--- config.mk ---
export PLATFORM = sky130hd
export DESIGN_NAME = friscv_axi_or_ctrl_flat
export DESIGN_NICKNAME = d
export VERILOG_FILES = /design/src/rtl/friscv_axi_or_ctrl_pkg.sv /design/src/rtl/friscv_axi_or_ctrl_if.sv /design/src/rtl/friscv_axi_or_ctrl_counter.sv /design/src/rtl/friscv_axi_or_ctrl.sv /design/src/flat_wrapper.sv
export SDC_FILE = /design/constraint.sdc
export NUM_CORES = 1
export LEC_CHECK = 0
export BUFFER_PORTS_ARGS = -buffer_cell sky130_fd_sc_hd__buf_2
export CAP_MARGIN = 20
export CELL_PAD_IN_SITES_DETAIL_PLACEMENT = 1
export CELL_PAD_IN_SITES_GLOBAL_PLACEMENT = 2
export CORE_MARGIN = 4
export CORE_UTILIZATION = 32
export DETAILED_ROUTE_END_ITERATION = 8
export PLACE_DENSITY_LB_ADDON = 0.2
export RECOVER_POWER = 50
export SETUP_SLACK_MARGIN = 0.3
export SLEW_MARGIN = 30
export SYNTH_ARGS = -nofsm -noshare
export SYNTH_HDL_FRONTEND = slang
export SYNTH_SLANG_ARGS = --single-unit
--- constraint.sdc ---
create_clock -name aclk -period 2.45 [get_ports aclk]
set_input_delay 0.3675 -clock aclk [delete_from_list [all_inputs] [get_ports aclk]]
set_output_delay 0.3675 -clock aclk [all_outputs]
set_load 0.05 [all_outputs]
--- src/rtl/friscv_axi_or_ctrl_pkg.sv ---
// Shared types for the friscv AXI outstanding-request controller:
// fence FSM states and fence_type bit positions.
package friscv_axi_pkg;

  typedef enum logic [1:0] {
    IDLE,
    DRAIN,
    ACK
  } or_state_t;

  localparam int unsigned FENCE_RD = 0;
  localparam int unsigned FENCE_WR = 1;

endpackage

--- src/rtl/friscv_axi_or_ctrl_if.sv ---
// Address-channel handshakes between the friscv master and the interconnect,
// plus the monitored B/R completion handshakes.
interface friscv_axi_or_ctrl_if;

  logic m_awvalid;
  logic m_awready;
  logic s_awvalid;
  logic s_awready;
  logic m_arvalid;
  logic m_arready;
  logic s_arvalid;
  logic s_arready;
  logic bvalid;
  logic bready;
  logic rvalid;
  logic rready;

  modport slave (
    input  m_awvalid, s_awready, m_arvalid, s_arready,
    input  bvalid, bready, rvalid, rready,
    output m_awready, s_awvalid, m_arready, s_arvalid
  );

  modport master (
    output m_awvalid, s_awready, m_arvalid, s_arready,
    output bvalid, bready, rvalid, rready,
    input  m_awready, s_awvalid, m_arready, s_arvalid
  );

endinterface

--- src/rtl/friscv_axi_or_ctrl_counter.sv ---
// One direction of outstanding-request tracking: saturating counter, issue
// gate with AXI valid-stability hold, and completion underflow detection.
module friscv_or_counter #(
  parameter int unsigned MAX_OR = 8,
  parameter              NAME   = "OR_Ctrl",
  localparam int unsigned CNT_W = $clog2(MAX_OR + 1)
) (
  input  logic             aclk,
  input  logic             aresetn,
  input  logic             srst,
  input  logic             m_valid,
  output logic             m_ready,
  output logic             s_valid,
  input  logic             s_ready,
  input  logic             cpl_valid,
  input  logic             cpl_ready,
  input  logic             block,
  output logic [CNT_W-1:0] cnt,
  output logic             pending,
  output logic             underflow
);

  if (MAX_OR < 2) begin : g_max_or_check
    $error("%s: MAX_OR must be >= 2", NAME);
  end

  localparam logic [CNT_W-1:0] MAX_CNT = CNT_W'(MAX_OR);

  logic full;
  logic open;
  logic req_hs;
  logic cpl_hs;

  assign full = (cnt == MAX_CNT);
  // A presented-but-unaccepted valid keeps the gate open so it cannot be withdrawn.
  assign open    = pending | (~full & ~block);
  assign s_valid = m_valid & open;
  assign m_ready = s_ready & open;

  assign req_hs    = s_valid & s_ready;
  assign cpl_hs    = cpl_valid & cpl_ready;
  assign underflow = cpl_hs & (cnt == '0);

  always_ff @(posedge aclk or negedge aresetn) begin
    if (!aresetn) begin
      cnt     <= '0;
      pending <= 1'b0;
    end else if (srst) begin
      cnt     <= '0;
      pending <= 1'b0;
    end else begin
      pending <= s_valid & ~s_ready;
      if (req_hs && !cpl_hs && !full) begin
        cnt <= cnt + CNT_W'(1);
      end else if (cpl_hs && !req_hs && (cnt != '0)) begin
        cnt <= cnt - CNT_W'(1);
      end
    end
  end

endmodule

--- src/rtl/friscv_axi_or_ctrl.sv ---
// Outstanding-request controller: per-direction throttling plus a FENCE
// drain sequencer that blocks selected directions until they are empty.
module friscv_axi_or_ctrl
  import friscv_axi_pkg::*;
#(
  parameter              NAME   = "OR_Ctrl",
  parameter int unsigned MAX_OR = 8,
  localparam int unsigned CNT_W = $clog2(MAX_OR + 1)
) (
  input  logic                 aclk,
  input  logic                 aresetn,
  input  logic                 srst,
  friscv_axi_or_ctrl_if.slave  bus,
  input  logic                 fence_req,
  input  logic [1:0]           fence_type,
  output logic                 fence_ack,
  output logic [CNT_W-1:0]     wr_or_cnt,
  output logic [CNT_W-1:0]     rd_or_cnt,
  output logic                 or_error
);

  or_state_t  state;
  or_state_t  state_nxt;
  logic [1:0] ftype;
  logic       block_wr;
  logic       block_rd;
  logic       wr_pending;
  logic       rd_pending;
  logic       wr_underflow;
  logic       rd_underflow;
  logic       drain_done;

  assign block_wr = (state == DRAIN) & ftype[FENCE_WR];
  assign block_rd = (state == DRAIN) & ftype[FENCE_RD];

  friscv_or_counter #(
    .MAX_OR (MAX_OR),
    .NAME   (NAME)
  ) u_wr_cnt (
    .aclk      (aclk),
    .aresetn   (aresetn),
    .srst      (srst),
    .m_valid   (bus.m_awvalid),
    .m_ready   (bus.m_awready),
    .s_valid   (bus.s_awvalid),
    .s_ready   (bus.s_awready),
    .cpl_valid (bus.bvalid),
    .cpl_ready (bus.bready),
    .block     (block_wr),
    .cnt       (wr_or_cnt),
    .pending   (wr_pending),
    .underflow (wr_underflow)
  );

  friscv_or_counter #(
    .MAX_OR (MAX_OR),
    .NAME   (NAME)
  ) u_rd_cnt (
    .aclk      (aclk),
    .aresetn   (aresetn),
    .srst      (srst),
    .m_valid   (bus.m_arvalid),
    .m_ready   (bus.m_arready),
    .s_valid   (bus.s_arvalid),
    .s_ready   (bus.s_arready),
    .cpl_valid (bus.rvalid),
    .cpl_ready (bus.rready),
    .block     (block_rd),
    .cnt       (rd_or_cnt),
    .pending   (rd_pending),
    .underflow (rd_underflow)
  );

  // An unselected direction never holds up the drain.
  assign drain_done = (~ftype[FENCE_WR] | ((wr_or_cnt == '0) & ~wr_pending)) &
                      (~ftype[FENCE_RD] | ((rd_or_cnt == '0) & ~rd_pending));

  always_comb begin
    state_nxt = state;
    fence_ack = 1'b0;
    case (state)
      IDLE:    if (fence_req) state_nxt = DRAIN;
      DRAIN:   if (drain_done) state_nxt = ACK;
      ACK: begin
        fence_ack = 1'b1;
        state_nxt = IDLE;
      end
      default: state_nxt = IDLE;
    endcase
  end

  always_ff @(posedge aclk or negedge aresetn) begin
    if (!aresetn) begin
      state    <= IDLE;
      ftype    <= '0;
      or_error <= 1'b0;
    end else if (srst) begin
      state    <= IDLE;
      ftype    <= '0;
      or_error <= 1'b0;
    end else begin
      state <= state_nxt;
      if ((state == IDLE) && fence_req) ftype <= fence_type;
      if (wr_underflow || rd_underflow) or_error <= 1'b1;
    end
  end

endmodule

--- src/flat_wrapper.sv ---
// flat-port wrapper written by rule: the top's interface ports become plain ports
module friscv_axi_or_ctrl_flat import friscv_axi_pkg::*;
#(
  parameter              NAME   = "       ",
  parameter int unsigned MAX_OR = 8,
  localparam int unsigned CNT_W = $clog2(MAX_OR + 1)
)
  (aclk, aresetn, srst, fence_req, fence_type, fence_ack, wr_or_cnt, rd_or_cnt, or_error, bus_m_awvalid, bus_s_awready, bus_m_arvalid, bus_s_arready, bus_bvalid, bus_bready, bus_rvalid, bus_rready, bus_m_awready, bus_s_awvalid, bus_m_arready, bus_s_arvalid);
  friscv_axi_or_ctrl_if bus_i ();
  input  logic aclk;
  input  logic aresetn;
  input  logic srst;
  input  logic fence_req;
  input  logic [1:0] fence_type;
  output logic fence_ack;
  output logic [CNT_W-1:0] wr_or_cnt;
  output logic [CNT_W-1:0] rd_or_cnt;
  output logic or_error;
  input wire logic [$bits(bus_i.m_awvalid)-1:0] bus_m_awvalid;
  input wire logic [$bits(bus_i.s_awready)-1:0] bus_s_awready;
  input wire logic [$bits(bus_i.m_arvalid)-1:0] bus_m_arvalid;
  input wire logic [$bits(bus_i.s_arready)-1:0] bus_s_arready;
  input wire logic [$bits(bus_i.bvalid)-1:0] bus_bvalid;
  input wire logic [$bits(bus_i.bready)-1:0] bus_bready;
  input wire logic [$bits(bus_i.rvalid)-1:0] bus_rvalid;
  input wire logic [$bits(bus_i.rready)-1:0] bus_rready;
  output wire logic [$bits(bus_i.m_awready)-1:0] bus_m_awready;
  output wire logic [$bits(bus_i.s_awvalid)-1:0] bus_s_awvalid;
  output wire logic [$bits(bus_i.m_arready)-1:0] bus_m_arready;
  output wire logic [$bits(bus_i.s_arvalid)-1:0] bus_s_arvalid;
  assign bus_i.m_awvalid = bus_m_awvalid;
  assign bus_i.s_awready = bus_s_awready;
  assign bus_i.m_arvalid = bus_m_arvalid;
  assign bus_i.s_arready = bus_s_arready;
  assign bus_i.bvalid = bus_bvalid;
  assign bus_i.bready = bus_bready;
  assign bus_i.rvalid = bus_rvalid;
  assign bus_i.rready = bus_rready;
  assign bus_m_awready = bus_i.m_awready;
  assign bus_s_awvalid = bus_i.s_awvalid;
  assign bus_m_arready = bus_i.m_arready;
  assign bus_s_arvalid = bus_i.s_arvalid;
  friscv_axi_or_ctrl #(.NAME(NAME), .MAX_OR(MAX_OR)) u_core (.aclk(aclk), .aresetn(aresetn), .srst(srst), .bus(bus_i), .fence_req(fence_req), .fence_type(fence_type), .fence_ack(fence_ack), .wr_or_cnt(wr_or_cnt), .rd_or_cnt(rd_or_cnt), .or_error(or_error));
endmodule
=== Word level (Yosys, flattened, before mapping) ===
Index checks and enable logic that the tools add are counted.

* Register bits: 15
* Input bits: 14
* Output and inout bits: 14
* Word-level logic and storage cells: 93

* Add/sub/neg operators: 4
* Eq/ne operators: 6
* Mux-type cells: 17
* Bitwise logic cells: 33
* Reductions and logical operators: 26

{| class="wikitable"
|+ Operators with widths
! cell !! number
|-
| 4-bit 2-to-1 mux || 6
|-
| 1-bit bitwise AND || 19
|-
| 2-bit 2-to-1 mux || 5
|-
| 1-bit inverter || 10
|-
| 1-bit logical AND || 9
|-
| 4-bit by 1-bit adder with 4-bit output, second input constant || 2
|-
| 4-bit equality test, second input constant || 2
|-
| 4-bit logical NOT || 2
|-
| 4-bit nonzero test || 2
|-
| 4-bit by 1-bit subtractor with 4-bit output, second input constant || 2
|-
| 1-bit logical NOT || 6
|-
| 3-bit nonzero test || 2
|-
| 1-bit 2-to-1 mux || 5
|-
| 1-bit bitwise OR || 4
|-
| 2-bit case mux with 2 select lines || 1
|-
| 2-bit nonzero test || 2
|-
| 3-bit by 2-bit != test with 1-bit output, second input constant || 1
|-
| 3-bit != test, second input constant || 1
|-
| 2-bit by 1-bit equality test with 1-bit output, second input constant || 1
|-
| 2-bit equality test, second input constant || 1
|-
| 2-bit logical NOT || 1
|-
| 2-bit AND reduction || 1
|-
| 1-bit logical OR || 1
|}

=== Depth between registers and ports, before layout ===
Gate-level depths: netlist of run 1.

* Word-level depth: 13
* Mapped depth: 8
* Depth with buffers taken out: 8

=== Modules after synthesis ===
Synthesis of run 1 repeated with hierarchy kept, for this count alone.

* Cell total of the unflattened synthesis: 128
* Area total of the unflattened synthesis: 1181.1 sq um

{| class="wikitable"
|+ By module, submodules not included
! module !! times used !! cells an instance !! area an instance (sq um) !! sequential area each (sq um)
|-
| friscv_or_counter || 2 || 52 || 462.9 || 125.1
|-
| friscv_axi_or_ctrl || 1 || 24 || 255.2 || 125.1
|}

=== Worst setup path after synthesis of run 1 ===
OpenSTA, ideal clock, no wires.

* Path kind: reg2reg
* Start: reg u_core.u_wr_cnt.cnt[3]
* End: reg u_core.u_wr_cnt.cnt[3]
* Library setup time: 116 ps
* Arrival: 2263 ps
* Data required time: 2334 ps
* Slack: 71 ps
* Cell stages (with the launch flop): 9
* Path buffers: 0
* Clock period less this slack: 2379 ps
* Cells stage by stage: dfrtp_1 -> nor4b_2 -> nor4b_4 -> inv_1 -> ha_1 -> a21oi_1 -> nand2_1 -> a211o_1 -> o311ai_0

* Word-level cells in the longest chain between the ends: 10
* Elaborated cells on any way between the ends: 19
* Classes of those cells: 2 x add/sub; 1 x eq/ne; 3 x mux; 5 x bitwise; 8 x reduce/logical

{| class="wikitable"
|+ Ends and longest elaborated chain
! what !! RTL line !! text
|-
| start: declaration || friscv_axi_or_ctrl_counter.sv:18 || <nowiki>output logic [CNT_W-1:0] cnt,</nowiki>
|-
| start signal: assignment || friscv_axi_or_ctrl_counter.sv:54 || <nowiki>cnt <= cnt + CNT_W'(1);</nowiki>
|-
| start signal: assignment || friscv_axi_or_ctrl_counter.sv:56 || <nowiki>cnt <= cnt - CNT_W'(1);</nowiki>
|-
| 4-bit equality test || friscv_axi_or_ctrl_counter.sv:34 || <nowiki>assign full = (cnt == MAX_CNT);</nowiki>
|-
| 1-bit inverter || friscv_axi_or_ctrl_counter.sv:36 || <nowiki>assign open = pending | (~full & ~block);</nowiki>
|-
| 1-bit bitwise AND || friscv_axi_or_ctrl_counter.sv:36 ||
|-
| 1-bit bitwise OR || friscv_axi_or_ctrl_counter.sv:36 ||
|-
| 1-bit bitwise AND || friscv_axi_or_ctrl_counter.sv:37 || <nowiki>assign s_valid = m_valid & open;</nowiki>
|-
| 1-bit bitwise AND || friscv_axi_or_ctrl_counter.sv:40 || <nowiki>assign req_hs = s_valid & s_ready;</nowiki>
|-
| 1-bit logical AND or 1-bit logical NOT (tied branches) || friscv_axi_or_ctrl_counter.sv:53, friscv_axi_or_ctrl_counter.sv:55 ||
|-
| 1-bit logical AND, on equally long branches || friscv_axi_or_ctrl_counter.sv:53, friscv_axi_or_ctrl_counter.sv:55 ||
|-
| 4-bit 2-to-1 mux or 1-bit logical AND (tied branches) || friscv_axi_or_ctrl_counter.sv:53, friscv_axi_or_ctrl_counter.sv:55 ||
|-
| 4-bit 2-to-1 mux or 3-bit nonzero test (tied branches) || - ||
|}

Parallel ways exist; a longest one is shown, timed or not. The select of a mux whose other input is x is not followed.
A chain may end at the register's enable or synchronous reset.

=== Worst setup path after layout of run 1 ===
* Start: reg u_core.state[1]
* End: reg u_core.u_wr_cnt.cnt[1]

* Word-level cells in the longest chain between the ends: 11
* Elaborated cells on any way between the ends: 15
* Classes of those cells: 1 x eq/ne; 2 x mux; 6 x bitwise; 6 x reduce/logical

{| class="wikitable"
|+ Ends and longest elaborated chain
! what !! RTL line !! text
|-
| start: declaration || friscv_axi_or_ctrl.sv:22 || <nowiki>or_state_t state;</nowiki>
|-
| start signal: assignment || friscv_axi_or_ctrl.sv:102 || <nowiki>state <= state_nxt;</nowiki>
|-
| 2-bit by 1-bit equality test with 1-bit output * || friscv_axi_or_ctrl.sv:33 || <nowiki>assign block_wr = (state == DRAIN) & ftype[FENCE_WR];</nowiki>
|-
| 1-bit bitwise AND * || friscv_axi_or_ctrl.sv:33 ||
|-
| 1-bit inverter * || friscv_axi_or_ctrl_counter.sv:36 ||
|-
| 1-bit bitwise AND * || friscv_axi_or_ctrl_counter.sv:36 ||
|-
| 1-bit bitwise OR * || friscv_axi_or_ctrl_counter.sv:36 ||
|-
| 1-bit bitwise AND * || friscv_axi_or_ctrl_counter.sv:37 ||
|-
| 1-bit bitwise AND * || friscv_axi_or_ctrl_counter.sv:40 ||
|-
| 1-bit logical AND or 1-bit logical NOT (tied branches) || friscv_axi_or_ctrl_counter.sv:53, friscv_axi_or_ctrl_counter.sv:55 ||
|-
| 1-bit logical AND, on equally long branches || friscv_axi_or_ctrl_counter.sv:53, friscv_axi_or_ctrl_counter.sv:55 ||
|-
| 4-bit 2-to-1 mux or 1-bit logical AND (tied branches) || friscv_axi_or_ctrl_counter.sv:53, friscv_axi_or_ctrl_counter.sv:55 ||
|-
| 4-bit 2-to-1 mux or 3-bit nonzero test (tied branches) || - ||
|}

Mark *: on every way between the ends. The rest lies on a longest branch, timed or not.

==> summary.md, run 1 <==
* **run status** completed
* **area share of the leading cell type in the synthesized netlist** 32.9%
* **Routability Congestion** 0.776
* **die area** 4580 µm²
* **per-cell via count in the routed design** 5.16
* **worst min path class** in2reg
* **maximum number of pins on one net before global-route repair** 21
* **Endpoint, Worst Hold** u_core.u_rd_cnt.pending$_DFF_PN0_
* **cells after synthesis** 119
* **Synth area leader** dfrtp_1
* **Syn Area/Cell** 9.58 µm²
* **number of pins exceeding their max-slew limit in the final report** 0
* **final-layout setup total negative slack** 0 ns
* **IO Port Bufs** 27
* **crit-path cells** nor4bb_2, nor4b_4, buf_4, fa_1, nor2_1, mux2_1
* **critical path class** reg2reg
* **GR Util All Layers** 14.8%
* **portion of the post-synthesis area used by sequential elements** 32.9%
* **top cells by area in the synthesized netlist** dfrtp_1, mux2i_1, nor2_1, ha_1, nor4b_4
* **Reg clk slew, reported paths** 0.10 ns
* **Leakage Power** 0.630 nW
* **transition time at the pin with the least slew margin** 0.859 ns
* **depth of the worst register-to-register path** 6
* **Async SR Flop Fraction** 100%
* **starting utilization of the core area** 33.6%
* **EDFF count, synth** 0
* **Worst Setup Start Kind** flop
* **antenna-violating nets left** 0
* **number of unique standard cell types used by synthesis** 33
* **CTS tree** built
* **routed wire length** 2980 µm
* **unrepaired setup endpoints after global routing** true
* **Layout Skew** 0.0113 ns
* **endpoints failing setup** 0
* **flip-flop and latch count after synthesis** 15
* **r2r setup slk** 0.36 ns
* **maximum level of the CTS H-tree** 1
* **number of antenna violations at the first check in global routing** 0
* **worst supply voltage drop on vdd** 0.327 mV
* **Netlist Area Pre-Place** 1140 µm²
* **worst hold start** bus_s_arready
* **detailed-route wire length per cell** 15.1 µm
* **maximum count of clock buffers along a single path** 2
* **relative slew slack** 42.7%
* **worst-path fanout max** 7
* **horizontal die dimension** 67.7 µm
* **Die H** 67.7 µm
* **number of warnings reported in the yosys synthesis log** 0
* **remaining design rule violation count** 0
* **root buffer selected by CTS** clkbuf_4
* **number of DRC markers in iteration 0** 27
* **top post-synthesis cells by count** nor2_1, dfrtp_1, nand2_1, inv_1
* **net count after synthesis** 139
* **vias after detailed routing** 1016
* **number of hold violations in the final report** 0
* **fmax** 0.480 GHz
* **Critical Path AT** 2.25 ns
* **type of destination of the critical path** flop
* **Slowest Stage Delay on Critical Path** 0.47 ns
* **fraction of layout instances using a drive strength above 1** 35.1%
* **number of global-route vias before repair** 1146
* **max_cap viols** 0
* **total power consumption of the routed design** 1.22 mW
* **Critical R2R Capture** u_core.u_wr_cnt.cnt[1]$_DFFE_PN0P_
* **required time at the endpoint of the critical path** 2.62 ns
* **Nets** 172
* **flip-flop cell with the highest count after synthesis** dfrtp_1
* **Worst-Skew Late Latency** 0.29 ns
* **total I/O pin count** 28
* **Slowest cell on crit path** dfrtp_1
* **core outline area** 3390 µm²
* **Initial DRT Pass Iterations** 4
* **Cell Pwr Density** 847 nW/µm²
* **clock buffers created by TritonCTS** 3
* **wire length of the first global-routing pass** 5150 µm
* **leading cell type by number of instances after synthesis** nor2_1
* **hold path cells** 2
* **post-synthesis to final-layout area growth** 26.8%
* **ant diodes** 0
* **post-detailed-placement half-perimeter wirelength** 2350 µm
* **Worst setup startpoint** u_core.state[1]$_DFFE_PN0P_
* **final worst-path cycle share** 85.1%
* **standard-cell rows** 21
* **launching point of the worst reg2reg path** u_core.state[1]$_DFFE_PN0P_
* **remaining global-route overflow** 0
* **clk sink count** 15
* **shortest period the worst path allows** 2.09 ns
## registers in the layout (all words and copies together), names as in the netlist
register                 cells
u_core.u_rd_cnt.cnt          4
u_core.u_wr_cnt.cnt          4
u_core.ftype                 2
u_core.state                 2
u_core.or_error              1
u_core.u_rd_cnt.pending      1
u_core.u_wr_cnt.pending      1
## layout by cell type, fill, tap and decap left out, types with 2 or more instances in the layout
cell type	instances
mux2_1	4
clkbuf_1	7
nor4b_1	2
nand3_1	4
a21oi_2	2
and3b_4	2
nand2_1	12
nor2_1	15
dfrtp_1	6
nand2b_1	3
mux2i_1	6
o21ai_0	2
buf_2	21
or2_2	2
ha_4	2
and3b_1	2
ha_1	2
a21oi_1	4
dfrtp_2	9
or3_1	2
nor2b_1	5
nor4b_4	4
xnor2_1	2
fa_1	2
inv_1	7
clkbuf_4	3
a21oi_4	2
buf_4	2
nor4bb_2	2
a211o_1	2
## worst max-delay path, delay by kind of cell, from the launching register on
kind,cells,cell delay [ns]
simple gates,3,0.57
fa+ha+maj,1,0.47
flops,1,0.47
buf+inv,1,0.17
mux,1,0.28
## logic make-up (layout without fill, tap and decap cells)
group / count (synthesis) / after routing / share of synthesized area [%]
adder cells (fa/ha/maj): 6 / 6 / 7.90
buffers and inverters: 9 / 41 / 2.96
XOR/XNOR: 2 / 2 / 1.54
AND/OR/NAND/NOR: 60 / 60 / 34.1
flip-flops: 15 / 15 / 32.9
AO/OA/AOI/OAI: 17 / 17 / 11.3
multiplexers: 10 / 10 / 9.22
## worst max-delay path by stage
stage | cells after the start | slack [ns] | end
6_report | 6 | 0.36 | u_core.u_wr_cnt.cnt[1]$_DFFE_PN0P_
2_1_floorplan | 8 | 0.28 | u_core.u_wr_cnt.cnt[3]$_DFFE_PN0P_
4_1_cts | 7 | 0.33 | u_core.u_rd_cnt.cnt[3]$_DFFE_PN0P_
5_1_grt | 8 | 0.27 | u_core.u_rd_cnt.cnt[3]$_DFFE_PN0P_
3_3_place_gp | 8 | 0.28 | u_core.u_wr_cnt.cnt[3]$_DFFE_PN0P_
3_5_place_dp | 8 | 0.17 | u_core.u_wr_cnt.cnt[3]$_DFFE_PN0P_
## layout make-up
type                            count  area (µm²)
Multi-Input combinational cell     95         796
Tap cell                           46        57.6
Timing Repair Buffer               30         153
Sequential cell                    15         387
Fill cell                         400        1940
Clock buffer                        4        26.3
Inverter                            7        26.3
## what timing repair did
action | in CTS | in global routing
cloned | 0 | 0
hold endpoints to repair | 15 | 0
pin swaps | 1 | 0
setup buffers | 1 | 0
hold buffers | 1 | 0
gates resized for setup | 2 | 3
endpoints found under the setup margin | 2 | 7
## through the flow
step / hold WS [ns] / worst slack (ns) / instances / utilization [%] / area [µm²]
3_3_place_gp: 0.305 / 0.277 / 191 / 41.1 / 1390
4_1_cts: 0.262 / 0.325 / 197 / 42.7 / 1450
3_5_place_dp: 0.305 / 0.171 / 191 / 41.1 / 1390
5_1_grt: 0.276 / 0.274 / 197 / 42.6 / 1450
2_1_floorplan: 0.0719 / 0.283 / 119 / - / 1200
6_report: 0.263 / 0.365 / 197 / 42.6 / 1450
## where the power goes
| group | internal, mW | total (mW) | switching [mW] |
|---|---|---|---|
| clock network | 0.0632 | 0.149 | 0.0855 |
| logic | 0.256 | 0.688 | 0.433 |
| registers | 0.302 | 0.387 | 0.0854 |
| total | 0.620 | 1.22 | 0.604 |
## layer usage
layer / global-route usage [%] / wire, µm / up-vias
li1: - / - / 487
met1: 17.0 / 1290 / 503
met2: 27.9 / 1530 / 24
met3: 1.66 / 132 / 2
met4: 5.32 / 30 / 0
met5: 0 / 0 / -
No activity file was read; power rests on OpenSTA's default activity.
==> run 2, diff against run 1 <==
==> constraint.sdc (replaced) <==
create_clock -name aclk -period 2.45 [get_ports aclk]
set_input_delay 0.1225 -clock aclk [delete_from_list [all_inputs] [get_ports aclk]]
set_output_delay 0.1225 -clock aclk [all_outputs]
set_load 0.05 [all_outputs]
==> summary.md, run 2 (synthesized netlist as in run 1, its figures left out) <==
* **run status** completed
* **Endpoint, Worst Hold** u_core.u_rd_cnt.pending$_DFF_PN0_
* **total power consumption of the routed design** 1.22 mW
* **IO Port Bufs** 27
* **wire length of the first global-routing pass** 5150 µm
* **detailed-route wire length per cell** 14.9 µm
* **Slowest Stage Delay on Critical Path** 0.47 ns
* **M1 GR Usage** 17.0%
* **top library cells by usage in the layout, fill and taps aside** buf_2, nor2_1, nand2_1
* **remaining design rule violation count** 0
* **Routability Congestion** 0.776
* **Worst setup startpoint** u_core.u_wr_cnt.cnt[0]$_DFFE_PN0P_
* **fraction of layout instances using a drive strength above 1** 33.8%
* **hold path cells** 2
* **most common cell after layout, fill and taps aside** buf_2
* **worst-case setup slack after placement** 0.171 ns
* **worst min path class** in2reg
* **number of DRC markers in iteration 0** 23
* **filler cell count** 403
* **number of global-route vias before repair** 1146
* **Initial DRT Pass Iterations** 4
* **Critical Path AT** 2.24 ns
* **Critical R2R Capture** u_core.u_wr_cnt.cnt[3]$_DFFE_PN0P_
* **worst supply voltage drop on vdd** 0.327 mV
* **clock buffers created by TritonCTS** 3
* **transition time at the pin with the least slew margin** 0.855 ns
* **post-synthesis to final-layout area growth** 26.3%
* **CTS tree** built
* **launching point of the worst reg2reg path** u_core.u_wr_cnt.cnt[0]$_DFFE_PN0P_
* **maximum count of clock buffers along a single path** 2
* **root buffer selected by CTS** clkbuf_4
* **category of cells accounting for the largest share of critical-path delay** simple AND/OR/NAND/NOR gates
* **worst-path fanout max** 6
* **max_cap viols** 0
* **per-cell via count in the routed design** 5.13
* **worst hold start** bus_s_arready
* **GR Util All Layers** 14.8%
* **type of destination of the critical path** flop
* **antenna-violating nets left** 0
* **least setup slack across all paths after layout** 0.373 ns
* **global routing's busiest layer** met2
* **Reg clk slew, reported paths** 0.10 ns
* **horizontal die dimension** 67.7 µm
* **Slowest cell on crit path** dfrtp_2
* **Die H** 67.7 µm
* **critical path class** reg2reg
* **number of hold violations in the final report** 0
* **hold slack** 0.0234 ns
* **met3 track utilization from global routing** 1.66%
* **ant diodes** 0
* **remaining global-route overflow** 0
* **maximum number of pins on one net before global-route repair** 21
* **required time at the endpoint of the critical path** 2.61 ns
* **crit-path cells** nor4b_4, nor4b_4, inv_1, ha_4, a21oi_2, nand2_1, a211o_1, o311ai_0
* **endpoints failing setup** 0
* **Bufs and invs on worst path** 1
* **starting utilization of the core area** 33.6%
* **unrepaired setup endpoints after global routing** true
* **Cell Pwr Density** 846 nW/µm²
* **core outline area** 3390 µm²
* **vias after detailed routing** 1011
* **r2r setup slk** 0.37 ns
* **Leakage Power** 0.622 nW
* **Layout Skew** 0.00751 ns
* **Top cell by count, worst path** nor4b_4
* **Nets** 172
* **depth of the worst register-to-register path** 8
* **Worst-Skew Late Latency** 0.28 ns
* **die area** 4580 µm²
* **relative slew slack** 43.0%
* **number of pins exceeding their max-slew limit in the final report** 0
* **shortest period the worst path allows** 2.08 ns
* **post-detailed-placement half-perimeter wirelength** 2350 µm
* **number of antenna violations at the first check in global routing** 0
* **registers with the most flip-flops** u_core.u_rd_cnt.cnt (4), u_core.u_wr_cnt.cnt (4)
* **standard-cell rows** 21
* **final-layout setup total negative slack** 0 ns
* **routed wire length** 2930 µm
* **fmax** 0.481 GHz
* **final worst-path cycle share** 84.8%
* **maximum level of the CTS H-tree** 1
* **met2 usage in global routing** 27.9%
* **total I/O pin count** 28
* **Worst Setup Start Kind** flop
* **clk sink count** 15
-- run 2: cell count changes in the layout (fill, tap and decap cells not counted) --
cell / change
buf_2: -2
clkbuf_1: +2
inv_1: -1
inv_2: +1
nor2_1: +1
nor2_2: -1
-- run 2: report_power, final --
| group | leakage, nW | internal [mW] | switching [mW] |
|---|---|---|---|
| clock | 0.0150 | 0.0632 | 0.0829 |
| sequential | 0.188 | 0.302 | 0.0846 |
| combinational | 0.419 | 0.253 | 0.433 |
-- run 2: final cells by class --
class | count | area [µm²] | area share (%)
multi-input combinational | 95 | 793 | 55.1
sequential | 15 | 387 | 26.8
timing repair buffer | 30 | 150 | 10.4
tap | 46 | 57.6 | 4.00
clock buffer | 4 | 26.3 | 1.82
inverter | 7 | 26.3 | 1.82
-- run 2: stage by stage --
step | utilization [%] | cell area (µm²) | instances
2_1_floorplan | - | 1200 | 119
3_3_place_gp | 41.1 | 1390 | 191
3_5_place_dp | 41.1 | 1390 | 191
4_1_cts | 42.7 | 1450 | 197
5_1_grt | 42.5 | 1440 | 197
6_report | 42.5 | 1440 | 197
-- run 2: worst reg2reg max path, delay by kind of cell (launching register included) --
family,cells,cell delay [ns]
simple gates,3,0.58
compound gates,3,0.57
flops,1,0.47
fa+ha+maj,1,0.22
buf+inv,1,0.12
-- run 2: what timing repair did --
item,4_1_cts,5_1_grt
hold buffers,1,0
hold endpoints to repair,15,0
buffers inserted,1,0
setup endpoints to repair,2,5
pin swaps,1,0
resized for setup,2,3
-- run 2: worst max path at each step --
stage          slack, ns                            endpoint  depth (start not counted)
4_1_cts             0.33  u_core.u_rd_cnt.cnt[3]$_DFFE_PN0P_                          7
2_1_floorplan       0.28  u_core.u_wr_cnt.cnt[3]$_DFFE_PN0P_                          8
3_5_place_dp        0.17  u_core.u_wr_cnt.cnt[3]$_DFFE_PN0P_                          8
5_1_grt             0.29  u_core.u_wr_cnt.cnt[3]$_DFFE_PN0P_                          8
6_report            0.37  u_core.u_wr_cnt.cnt[3]$_DFFE_PN0P_                          8
3_3_place_gp        0.28  u_core.u_wr_cnt.cnt[3]$_DFFE_PN0P_                          8
-- run 2: layer usage --
layer	routed length, µm	vias to the layer above
li1	-	487
met1	1260	500
met2	1520	22
met3	113	2
met4	30	0
met5	0	-
==> run 3, diff against run 2 <==
==> constraint.sdc (replaced) <==
create_clock -name aclk -period 2 [get_ports aclk]
set_input_delay 0.1 -clock aclk [delete_from_list [all_inputs] [get_ports aclk]]
set_output_delay 0.1 -clock aclk [all_outputs]
set_load 0.05 [all_outputs]
==> summary.md, run 3 (synthesized netlist as in run 1, its figures left out) <==
* **remaining global-route overflow** 0
* **Endpoint, Worst Hold** u_core.ftype[1]$_DFFE_PN0P_
* **most common cell after layout, fill and taps aside** buf_4
* **crit-path cells** nor4b_4, nor4b_4, buf_4, fa_2, nor2_2, mux2_4
* **detailed-route wire length per cell** 15.0 µm
* **category of cells accounting for the largest share of critical-path delay** adder cells
* **Layout Skew** 0.00394 ns
* **post-detailed-placement half-perimeter wirelength** 2460 µm
* **Critical Path AT** 2.17 ns
* **total met2 wirelength after detailed routing** 1780 µm
* **Routability Congestion** 0.779
* **Reg clk slew, reported paths** 0.10 ns
* **number of DRC markers in iteration 0** 31
* **fraction of layout instances using a drive strength above 1** 56.7%
* **hold path cells** 3
* **r2r setup slk** 0.02 ns
* **clk sink count** 15
* **Cell Pwr Density** 1050 nW/µm²
* **worst supply voltage drop on vdd** 0.527 mV
* **Worst Setup Start Kind** flop
* **wire length of the first global-routing pass** 5500 µm
* **root buffer selected by CTS** clkbuf_4
* **number of global-route vias before repair** 1204
* **registers with the most flip-flops** u_core.u_rd_cnt.cnt (4), u_core.u_wr_cnt.cnt (4)
* **unrepaired setup endpoints after global routing** true
* **filler cell count** 393
* **transition time at the pin with the least slew margin** 0.925 ns
* **Die H** 67.7 µm
* **clock buffers created by TritonCTS** 3
* **worst min path class** in2reg
* **maximum number of pins on one net before global-route repair** 21
* **number of hold violations in the final report** 0
* **CTS tree** built
* **total instance count after detailed placement** 204
* **Initial DRT Pass Iterations** 2
* **met3 WL** 120 µm
* **worst-path fanout max** 2
* **least setup slack across all paths after layout** 0.0183 ns
* **final worst-path cycle share** 99.1%
* **post-layout instance count excluding filler cells** 226
* **maximum count of clock buffers along a single path** 2
* **Top cell by count, worst path** nor4b_4
* **ant diodes** 0
* **GR Util All Layers** 16.2%
* **post-synthesis to final-layout area growth** 59.2%
* **total I/O pin count** 28
* **depth of the worst register-to-register path** 6
* **fmax** 0.505 GHz
* **per-cell via count in the routed design** 4.95
* **routed wire length** 3400 µm
* **launching point of the worst reg2reg path** u_core.u_rd_cnt.cnt[2]$_DFFE_PN0P_
* **required time at the endpoint of the critical path** 2.19 ns
* **Nets** 201
* **Routed met1 length** 1450 µm
* **critical path class** reg2reg
* **final-layout setup total negative slack** 0 ns
* **number of antenna violations at the first check in global routing** 0
* **max layer used** met4
* **relative slew slack** 38.3%
* **starting utilization of the core area** 33.6%
* **Slowest Stage Delay on Critical Path** 0.53 ns
* **max_cap viols** 0
* **horizontal die dimension** 67.7 µm
* **number of pins exceeding their max-slew limit in the final report** 0
* **antenna-violating nets left** 0
* **worst hold start** fence_type[1]
* **type of destination of the critical path** flop
* **Worst-Skew Late Latency** 0.29 ns
* **worst-case setup slack after placement** -0.0989 ns
* **standard-cell rows** 21
* **Slowest cell on crit path** fa_2
* **Leakage Power** 0.823 nW
* **IO Port Bufs** 27
* **core outline area** 3390 µm²
* **endpoints failing setup** 0
* **run status** completed
* **top library cells by usage in the layout, fill and taps aside** buf_4, buf_2, nand2_1, nor2_1, buf_6
* **shortest period the worst path allows** 1.98 ns
* **remaining design rule violation count** 0
* **die area** 4580 µm²
* **vias after detailed routing** 1118
* **Bufs and invs on worst path** 1
* **maximum level of the CTS H-tree** 1
* **Critical R2R Capture** u_core.u_rd_cnt.cnt[1]$_DFFE_PN0P_
run 3: cell types whose count changed in the layout (fill, tap and decap cells not counted), sizes merged:
cell,change
buf,+29
clkbuf,-3
dlygate4sd3,+2
clkinv,+1
run 3: power by group:
part	internal [mW]	total (mW)	switching (mW)
Clock	0.0744	0.187	0.112
Combinational	0.599	1.27	0.667
Sequential	0.369	0.445	0.0756
Total	1.04	1.90	0.855
run 3: layout make-up:
type | instances | area, µm² | share of cell area, %
clock buffers | 3 | 22.5 | 1.24
clock inverters | 1 | 5.00 | 0.276
inverters | 7 | 26.3 | 1.45
multi-input cells | 95 | 898 | 49.5
flip-flops and latches | 15 | 385 | 21.2
well taps | 46 | 57.6 | 3.17
repair buffers | 59 | 419 | 23.1
run 3: per-stage QoR:
step	utilization [%]	power, mW	instance area [µm²]	hold slack (ns)
after floorplan	-	1.13	1200	-0.196
after detailed placement	44.0	1.41	1490	0.0432
after global routing	53.5	2.02	1810	0.0986
final	53.5	1.90	1810	0.0529
after CTS	50.8	1.79	1720	0.000933
after global placement	44.0	1.38	1490	0.0364
run 3: how the worst max path moves through the flow:
stage / start / endpoint / slack [ns] / cells after the start
floorplan: u_core.u_rd_cnt.cnt[3]$_DFFE_PN0P_ / u_core.u_rd_cnt.cnt[3]$_DFFE_PN0P_ / -0.09 / 8
global placement: u_core.state[0]$_DFFE_PN0P_ / u_core.u_wr_cnt.cnt[3]$_DFFE_PN0P_ / -0.02 / 9
detailed placement: u_core.state[0]$_DFFE_PN0P_ / u_core.u_wr_cnt.cnt[3]$_DFFE_PN0P_ / -0.1 / 9
CTS: u_core.state[0]$_DFFE_PN0P_ / u_core.u_wr_cnt.cnt[3]$_DFFE_PN0P_ / 0.02 / 9
global route: u_core.ftype[0]$_DFFE_PN0P_ / u_core.u_rd_cnt.cnt[3]$_DFFE_PN0P_ / -0.07 / 8
finish: u_core.u_rd_cnt.cnt[2]$_DFFE_PN0P_ / u_core.u_rd_cnt.cnt[1]$_DFFE_PN0P_ / 0.02 / 6
run 3: layer usage:
layer / up-vias / track usage (%)
li1: 547 / -
met1: 545 / 18.8
met4: 0 / 6.84
met5: - / 0
met2: 22 / 29.9
met3: 4 / 1.66
run 3: worst min-delay path: cells and delay by family:
| family | cells | cell delay (ns) |
|---|---|---|
| AND/OR/NAND/NOR | 1 | 0.08 |
| buffers and inverters | 1 | 0.07 |
| multiplexers | 1 | 0.06 |
run 3: timing repair:
action                                  CTS  global route
buffers inserted                         11             4
pin swaps                                10            11
gates resized for setup                  26            17
hold buffers                              2             1
endpoints found under the setup margin   14            14
endpoints found under the hold margin    16             1
